--- config.mk ---
export PLATFORM = sky130hd
export DESIGN_NAME = reg_rename_flat
export DESIGN_NICKNAME = d
export VERILOG_FILES = /design/src/rtl/reg_rename_pkg.sv /design/src/rtl/reg_rename_if.sv /design/src/rtl/reg_rename_phys_free_list.sv /design/src/rtl/reg_rename.sv /design/src/flat_wrapper.sv
export SDC_FILE = /design/constraint.sdc
export NUM_CORES = 1
export LEC_CHECK = 0
export CAP_MARGIN = 10
export CORE_MARGIN = 4
export CORE_UTILIZATION = 45
export CTS_BUF_LIST = sky130_fd_sc_hd__clkbuf_16
export CTS_CLUSTER_DIAMETER = 120
export DETAILED_ROUTE_END_ITERATION = 10
export GPL_TIMING_DRIVEN = 0
export PLACE_DENSITY = 0.62
export SKIP_LAST_GASP = 1
export SLEW_MARGIN = 20
export SYNTH_ARGS = -nofsm -noshare
export SYNTH_HDL_FRONTEND = slang
export SYNTH_SLANG_ARGS = --single-unit
--- constraint.sdc ---
create_clock -name clk -period 4.5 [get_ports clk]
set_input_delay 0.45 -clock clk [delete_from_list [all_inputs] [get_ports clk]]
set_output_delay 0.45 -clock clk [all_outputs]
set_load 0.05 [all_outputs]
--- src/rtl/reg_rename_pkg.sv ---
// reg_rename_pkg: shared constants and types for the register rename stage.
// Contents: register-file sizes, free-list geometry, physical/architectural register types.
package reg_rename_pkg;
    localparam int NUM_ARCH_REGS   = 32;
    localparam int NUM_PHYS_REGS   = 64;
    localparam int PHYS_ADDR_WIDTH = $clog2(NUM_PHYS_REGS);
    // Free list only ever holds the registers not pinned by the architectural map.
    localparam int FREE_CAP        = NUM_PHYS_REGS - NUM_ARCH_REGS;
    localparam int FREE_PTR_WIDTH  = $clog2(FREE_CAP);

    typedef logic [PHYS_ADDR_WIDTH-1:0] phys_reg_t;
    typedef logic [4:0]                 arch_reg_t;
    typedef logic [PHYS_ADDR_WIDTH:0]   free_count_t;
    typedef logic [FREE_PTR_WIDTH-1:0]  free_ptr_t;
endpackage

--- src/rtl/reg_rename_if.sv ---
// reg_rename_if: decoder-side request, renamed-instruction output and commit-free bundle.
// Modports: slave (rename stage) consumes i_* and drives o_*; master is the mirror image.
interface reg_rename_if;
    import reg_rename_pkg::*;
    logic        i_valid;
    logic        o_ready;
    logic        i_uses_rs;
    arch_reg_t   i_rs_addr;
    logic        i_uses_rt;
    arch_reg_t   i_rt_addr;
    logic        i_uses_rw;
    arch_reg_t   i_rw_addr;
    logic        o_valid;
    logic        i_ready;
    logic        o_uses_rs;
    logic        o_uses_rt;
    logic        o_uses_rw;
    phys_reg_t   o_rs_phys;
    phys_reg_t   o_rt_phys;
    phys_reg_t   o_rw_phys;
    phys_reg_t   o_old_rw_phys;
    logic        i_commit_free;
    phys_reg_t   i_commit_phys;
    free_count_t o_free_count;

    modport slave (
        input  i_valid, i_uses_rs, i_rs_addr, i_uses_rt, i_rt_addr, i_uses_rw, i_rw_addr,
               i_ready, i_commit_free, i_commit_phys,
        output o_ready, o_valid, o_uses_rs, o_uses_rt, o_uses_rw, o_rs_phys, o_rt_phys,
               o_rw_phys, o_old_rw_phys, o_free_count
    );
    modport master (
        output i_valid, i_uses_rs, i_rs_addr, i_uses_rt, i_rt_addr, i_uses_rw, i_rw_addr,
               i_ready, i_commit_free, i_commit_phys,
        input  o_ready, o_valid, o_uses_rs, o_uses_rt, o_uses_rw, o_rs_phys, o_rt_phys,
               o_rw_phys, o_old_rw_phys, o_free_count
    );
endinterface

--- src/rtl/reg_rename_phys_free_list.sv ---
// phys_free_list: circular FIFO of free physical registers.
// Ports: clk, rst_n (sync active-low); alloc pops head_phys; free/free_phys push at the tail;
// count is the current occupancy.
module phys_free_list
    import reg_rename_pkg::*;
(
    input  logic        clk,
    input  logic        rst_n,
    input  logic        alloc,
    input  logic        free,
    input  phys_reg_t   free_phys,
    output phys_reg_t   head_phys,
    output free_count_t count
);
    phys_reg_t mem [FREE_CAP];
    free_ptr_t head;
    free_ptr_t tail;
    logic      full;
    logic      push;

    assign full      = count == free_count_t'(FREE_CAP);
    // Phys 0 is the hardwired zero register and never enters the list; overflow frees are dropped.
    assign push      = free && free_phys != '0 && !full;
    assign head_phys = mem[head];

    always_ff @(posedge clk) begin
        if (!rst_n) begin
            for (int i = 0; i < FREE_CAP; i++) mem[i] <= phys_reg_t'(NUM_ARCH_REGS + i);
            head  <= '0;
            tail  <= '0;
            count <= free_count_t'(FREE_CAP);
        end else begin
            if (push) begin
                mem[tail] <= free_phys;
                tail      <= tail + free_ptr_t'(1);
            end
            if (alloc) head <= head + free_ptr_t'(1);
            count <= count + free_count_t'(push) - free_count_t'(alloc);
        end
    end

    a_no_overflow: assert property (@(posedge clk) disable iff (!rst_n)
        !(free && free_phys != '0 && full));
    a_no_underflow: assert property (@(posedge clk) disable iff (!rst_n)
        !(alloc && count == '0));
endmodule

--- src/rtl/reg_rename.sv ---
// reg_rename: maps architectural sources/destination to physical registers, one instruction per cycle.
// Ports: clk, rst_n (sync active-low); rr (reg_rename_if.slave) carries the decoder request,
// the registered renamed instruction, the commit-free return path and the free-list count.
module reg_rename
    import reg_rename_pkg::*;
(
    input logic         clk,
    input logic         rst_n,
    reg_rename_if.slave rr
);
    phys_reg_t   rmt [NUM_ARCH_REGS];
    phys_reg_t   alloc_phys;
    free_count_t free_count;
    logic        fire;
    logic        alloc;

    // Ready ignores the instruction itself, so an empty list stalls even rw-less instructions.
    assign rr.o_ready      = (!rr.o_valid || rr.i_ready) && free_count != '0;
    assign rr.o_free_count = free_count;
    assign fire            = rr.i_valid && rr.o_ready;
    assign alloc           = fire && rr.i_uses_rw && rr.i_rw_addr != '0;

    phys_free_list u_free_list (
        .clk       (clk),
        .rst_n     (rst_n),
        .alloc     (alloc),
        .free      (rr.i_commit_free),
        .free_phys (rr.i_commit_phys),
        .head_phys (alloc_phys),
        .count     (free_count)
    );

    // rmt[0] is never written, which keeps arch reg 0 pinned to phys 0.
    always_ff @(posedge clk) begin
        if (!rst_n) begin
            for (int i = 0; i < NUM_ARCH_REGS; i++) rmt[i] <= phys_reg_t'(i);
        end else if (alloc) begin
            rmt[rr.i_rw_addr] <= alloc_phys;
        end
    end

    // Sources read the map before this instruction's own update lands.
    always_ff @(posedge clk) begin
        if (!rst_n) begin
            rr.o_valid       <= 1'b0;
            rr.o_uses_rs     <= 1'b0;
            rr.o_uses_rt     <= 1'b0;
            rr.o_uses_rw     <= 1'b0;
            rr.o_rs_phys     <= '0;
            rr.o_rt_phys     <= '0;
            rr.o_rw_phys     <= '0;
            rr.o_old_rw_phys <= '0;
        end else if (fire) begin
            rr.o_valid       <= 1'b1;
            rr.o_uses_rs     <= rr.i_uses_rs;
            rr.o_uses_rt     <= rr.i_uses_rt;
            rr.o_uses_rw     <= rr.i_uses_rw;
            rr.o_rs_phys     <= rr.i_uses_rs ? rmt[rr.i_rs_addr] : '0;
            rr.o_rt_phys     <= rr.i_uses_rt ? rmt[rr.i_rt_addr] : '0;
            rr.o_rw_phys     <= alloc ? alloc_phys : '0;
            rr.o_old_rw_phys <= alloc ? rmt[rr.i_rw_addr] : '0;
        end else if (rr.i_ready) begin
            rr.o_valid <= 1'b0;
        end
    end
endmodule

--- src/flat_wrapper.sv ---
// flat-port wrapper written by rule: the top's interface ports become plain ports
module reg_rename_flat import reg_rename_pkg::*;
  (clk, rst_n, rr_i_valid, rr_i_uses_rs, rr_i_rs_addr, rr_i_uses_rt, rr_i_rt_addr, rr_i_uses_rw, rr_i_rw_addr, rr_i_ready, rr_i_commit_free, rr_i_commit_phys, rr_o_ready, rr_o_valid, rr_o_uses_rs, rr_o_uses_rt, rr_o_uses_rw, rr_o_rs_phys, rr_o_rt_phys, rr_o_rw_phys, rr_o_old_rw_phys, rr_o_free_count);
  reg_rename_if rr_i ();
  input logic clk;
  input logic rst_n;
  input wire logic [$bits(rr_i.i_valid)-1:0] rr_i_valid;
  input wire logic [$bits(rr_i.i_uses_rs)-1:0] rr_i_uses_rs;
  input wire logic [$bits(rr_i.i_rs_addr)-1:0] rr_i_rs_addr;
  input wire logic [$bits(rr_i.i_uses_rt)-1:0] rr_i_uses_rt;
  input wire logic [$bits(rr_i.i_rt_addr)-1:0] rr_i_rt_addr;
  input wire logic [$bits(rr_i.i_uses_rw)-1:0] rr_i_uses_rw;
  input wire logic [$bits(rr_i.i_rw_addr)-1:0] rr_i_rw_addr;
  input wire logic [$bits(rr_i.i_ready)-1:0] rr_i_ready;
  input wire logic [$bits(rr_i.i_commit_free)-1:0] rr_i_commit_free;
  input wire logic [$bits(rr_i.i_commit_phys)-1:0] rr_i_commit_phys;
  output wire logic [$bits(rr_i.o_ready)-1:0] rr_o_ready;
  output wire logic [$bits(rr_i.o_valid)-1:0] rr_o_valid;
  output wire logic [$bits(rr_i.o_uses_rs)-1:0] rr_o_uses_rs;
  output wire logic [$bits(rr_i.o_uses_rt)-1:0] rr_o_uses_rt;
  output wire logic [$bits(rr_i.o_uses_rw)-1:0] rr_o_uses_rw;
  output wire logic [$bits(rr_i.o_rs_phys)-1:0] rr_o_rs_phys;
  output wire logic [$bits(rr_i.o_rt_phys)-1:0] rr_o_rt_phys;
  output wire logic [$bits(rr_i.o_rw_phys)-1:0] rr_o_rw_phys;
  output wire logic [$bits(rr_i.o_old_rw_phys)-1:0] rr_o_old_rw_phys;
  output wire logic [$bits(rr_i.o_free_count)-1:0] rr_o_free_count;
  assign rr_i.i_valid = rr_i_valid;
  assign rr_i.i_uses_rs = rr_i_uses_rs;
  assign rr_i.i_rs_addr = rr_i_rs_addr;
  assign rr_i.i_uses_rt = rr_i_uses_rt;
  assign rr_i.i_rt_addr = rr_i_rt_addr;
  assign rr_i.i_uses_rw = rr_i_uses_rw;
  assign rr_i.i_rw_addr = rr_i_rw_addr;
  assign rr_i.i_ready = rr_i_ready;
  assign rr_i.i_commit_free = rr_i_commit_free;
  assign rr_i.i_commit_phys = rr_i_commit_phys;
  assign rr_o_ready = rr_i.o_ready;
  assign rr_o_valid = rr_i.o_valid;
  assign rr_o_uses_rs = rr_i.o_uses_rs;
  assign rr_o_uses_rt = rr_i.o_uses_rt;
  assign rr_o_uses_rw = rr_i.o_uses_rw;
  assign rr_o_rs_phys = rr_i.o_rs_phys;
  assign rr_o_rt_phys = rr_i.o_rt_phys;
  assign rr_o_rw_phys = rr_i.o_rw_phys;
  assign rr_o_old_rw_phys = rr_i.o_old_rw_phys;
  assign rr_o_free_count = rr_i.o_free_count;
  reg_rename u_core (.clk(clk), .rst_n(rst_n), .rr(rr_i));
endmodule
==> flow_summary.rst <==
.. list-table::
   :header-rows: 1

   * - Metric
     - Value
   * - Data arrival, critical path
     - approximately 4.4 ns
   * - Post_cts resized
     - 0
   * - Clock buffer count from CTS
     - 47
   * - Final cell utilization of the core
     - 0.517
   * - Total wire length after detailed routing
     - about 84000 µm
   * - Status
     - finished clean
   * - Relative slew margins
     - 0.168
   * - Count of nets left with antenna violations after detail routing
     - 0
   * - Pwr Density
     - about 400 mW/mm²
   * - Number of rows in the core area
     - 81
   * - Global-route wire length before repair
     - 118000 µm
   * - Reg-to-reg slack, setup
     - 0.38 ns
   * - Number of vias after detailed routing
     - 16400
   * - Critical Path Start Type
     - flip-flop
   * - Final instance area
     - 0.0255 mm²
   * - Top post-synthesis cells by area
     - edfxtp_1, mux4_2, dfxtp_1
   * - Clock tree from TritonCTS
     - done
   * - Number of ports placed on the die boundary
     - 65
   * - Worst Tran Pin Value
     - roughly 1.2 ns
   * - Setup TNS
     - 0 ns
   * - # nets final
     - between 1500 and 2000
   * - Final setup margin
     - about 0.38 ns
   * - Root buffer cell
     - clkbuf_16
   * - Remaining Overflow, GRT
     - 0
   * - Met3 routed WL
     - ~8000 µm
   * - Clock sink count
     - between 400 and 500
   * - Number of setup buffers added after CTS
     - 0
   * - Length of routed wiring on met1
     - 30100 µm
   * - Fraction of the cycle the final worst path needs
     - 0.914
   * - DRC violations left
     - 0
   * - First-pass DRT Iterations
     - 6
   * - Die area
     - 0.0537 mm²
   * - Initial core utilization
     - 0.458
   * - Netlist Area Pre-Place
     - 0.0225 mm²
   * - Quantity of hold-fixing buffers added after cts
     - 0
   * - Layout cell share with drive strength beyond 1
     - 0.169
   * - Seq/Total Area, Yosys
     - 0.556
   * - Routed wire length per instance
     - ~33 µm
   * - Library cell with the largest summed area after synthesis
     - edfxtp_1
   * - Fmax achieved
     - approximately 240 MHz
   * - Clock edge transition at the registers on the reported setup and hold paths
     - around 0.060 ns
   * - Maximum Capacitance Violations
     - 0
   * - Half-perimeter wire length after placement
     - 62900 µm
   * - Number of vias per cell
     - between 6 and 7
   * - Shortest period the worst path allows
     - between 4 and 5 ns
   * - Proportion of register bits with asynchronous set or reset after synthesis
     - 0
   * - Mapped Cells
     - about 1700
   * - RSZ-0062 raised after global routing
     - false
   * - Hold crit path type
     - flip-flop to flip-flop
   * - Worst-Skew Late Latency
     - approximately 0.6 ns
   * - Number of pins exceeding their max-slew limit in the final report
     - 0
   * - Core area
     - ~0.049 mm²
   * - Primary FF master, synth
     - edfxtp_1
   * - Number of global-route vias before repair
     - roughly 16000
   * - Final weighted congestion in routability-driven placement
     - between 1 and 1.5
   * - Post-route clock skew
     - 0.0157 ns
   * - Area growth syn-to-layout
     - 12.9%
   * - Type of the setup path with the least slack
     - flip-flop to flip-flop
   * - Total number of H-tree levels
     - 2
   * - Number of antenna violations at the first check in global routing
     - 0
   * - Buffer levels on the longest clock path
     - 3
   * - Leakage component of the power
     - between 7 and 8 nW
   * - Die Ht
     - around 230 µm
   * - Detailed Route Iter0 Violations
     - roughly 2300
   * - Count of port buffers added during placement
     - 56
   * - Largest net degree at the start of global routing
     - 16
   * - Syn Area/Cell
     - ~13 µm²
   * - Post-synth EDFFs
     - approximately 380
   * - Final antenna diode count
     - 0
   * - Placed cell count
     - between 2000 and 2500
   * - Worst setup slack before clock tree synthesis
     - ~0.11 ns
   * - Global Route Usage Sum
     - 0.310
   * - Uppermost metal layer occupied by signal nets
     - met4
   * - Endpoint required time on the critical path
     - between 4 and 5 ns
   * - Flops & latches, synth
     - around 430
   * - Width of the chip
     - between 200 and 250 µm
   * - Hold violation total from the final report
     - 0
   * - WHS Path Cells
     - 1
   * - Element type at the critical path end
     - flip-flop
   * - Synthesis Warnings
     - 0
   * - Sum of met2 wire segment lengths after detailed routing
     - about 40000 µm
   * - Design Power
     - 10.4 mW
   * - Critical Path Fanout Max
     - 10
   * - Cell Count, Final, Fillers Out
     - 2521
   * - Tightest hold margin
     - ~0.45 ns
   * - Worst-case reg-to-reg path depth
     - 8
   * - Worst IR Drop VDD
     - between 0.0003 and 0.0004 V
   * - Number of different library cells in the post-synthesis netlist
     - 59
   * - Post-synth top area share
     - 0.512
   * - Cell area reported after detailed placement
     - approximately 0.024 mm²
   * - Setup violations, final
     - 0
-- routing by layer --
| layer | vias to the layer above | track usage |
|---|---|---|
| li1 | 6749 | - |
| met1 | 8279 | 0.389 |
| met2 | 1123 | 0.519 |
| met3 | 241 | 0.0633 |
| met4 | 0 | 0.148 |
| met5 | - | 0 |
-- cell type report --
type,instances,area (µm²)
Timing Repair Buffer,56,561
Sequential cell,434,12500
Clock inverter,37,280
Buffer,157,776
Fill cell,4280,23800
Inverter,23,86.3
Tap cell,664,831
Clock buffer,48,1200
Multi-Input combinational cell,1102,9190
-- cells in the final DEF, fill, tap and decap left out, types with 9 or more instances in the layout --
cell type / n
edfxtp_1: 384
nand2_1: 243
nor2_1: 186
mux4_2: 167
clkbuf_1: 85
or3_1: 62
mux2i_1: 58
nor3_1: 56
clkdlybuf4s50_1: 56
o21ai_0: 53
dfxtp_1: 50
clkbuf_16: 48
buf_2: 34
inv_1: 33
and2_1: 31
o22ai_1: 31
nand3_1: 21
a21oi_1: 16
buf_1: 15
ha_1: 15
buf_6: 14
clkinv_1: 14
a32o_1: 12
mux4_1: 10
a31oi_1: 9
-- flip-flops by register name, summed over array words and instances (netlist names), named ones only --
signal	flops
u_core.rmt	192
u_core.rr.o_old_rw_phys	6
u_core.rr.o_rs_phys	6
u_core.rr.o_rt_phys	6
u_core.rr.o_rw_phys	6
u_core.rr.o_uses_rs	1
u_core.rr.o_uses_rt	1
u_core.rr.o_uses_rw	1
u_core.rr.o_valid	1
u_core.u_free_list.count	7
u_core.u_free_list.head	5
u_core.u_free_list.mem	192
u_core.u_free_list.tail	5
-- power by group --
part | leakage (nW) | internal, mW | switching, mW | total [mW]
Sequential | 3.69 | 4.52 | 0.118 | 4.64
Clock | 0.766 | 2.11 | 1.68 | 3.80
Combinational | 3.25 | 0.639 | 1.31 | 1.95
-- synthesized netlist by cell type, drive strengths merged (8+ instances only) --
cell	count
edfxtp	384
nand2	243
nor2	188
mux4	177
clkbuf	86
buf	71
mux2i	64
or3	62
o21ai	60
nor3	59
dfxtp	50
and2	31
o22ai	31
inv	21
nand3	21
a21oi	16
ha	15
a32o	12
a31oi	9
nor4	9
or2	9
a211oi	8
xor2	8
-- path summary, 6_finish.rpt --
check / start / endpoint
setup / recovery: u_core.u_free_list.count[2] / u_core.rmt[16][5]
hold reg to reg: u_core.rr.o_uses_rt / u_core.rr.o_uses_rt
setup reg to reg: u_core.u_free_list.count[2] / u_core.rmt[16][5]
hold / removal: u_core.rr.o_uses_rt / u_core.rr.o_uses_rt
-- cells by family after synthesis --
| logic type | count (synthesis) | share of synthesized area |
|---|---|---|
| muxes | 244 | 0.212 |
| DFF | 434 | 0.556 |
| other | 1 | 0.000166 |
| and+or+nand+nor | 654 | 0.131 |
| AOI/OAI and AO/OA | 170 | 0.0490 |
| adders and majority gates | 16 | 0.00922 |
| buffers and inverters | 180 | 0.0381 |
| xor gates and xnor gates | 12 | 0.00466 |
-- critical path: stages (launching register included) --
cell and delay, ns:
dfxtp_1 0.38, inv_1 0.08, ha_1 0.19, nor4b_1 0.18
a211oi_2 0.73, nand4_2 0.39, nor3_2 0.89, nand2_1 0.47
nand2_1 0.44
Note: power is estimated with default switching activity, not from simulation.
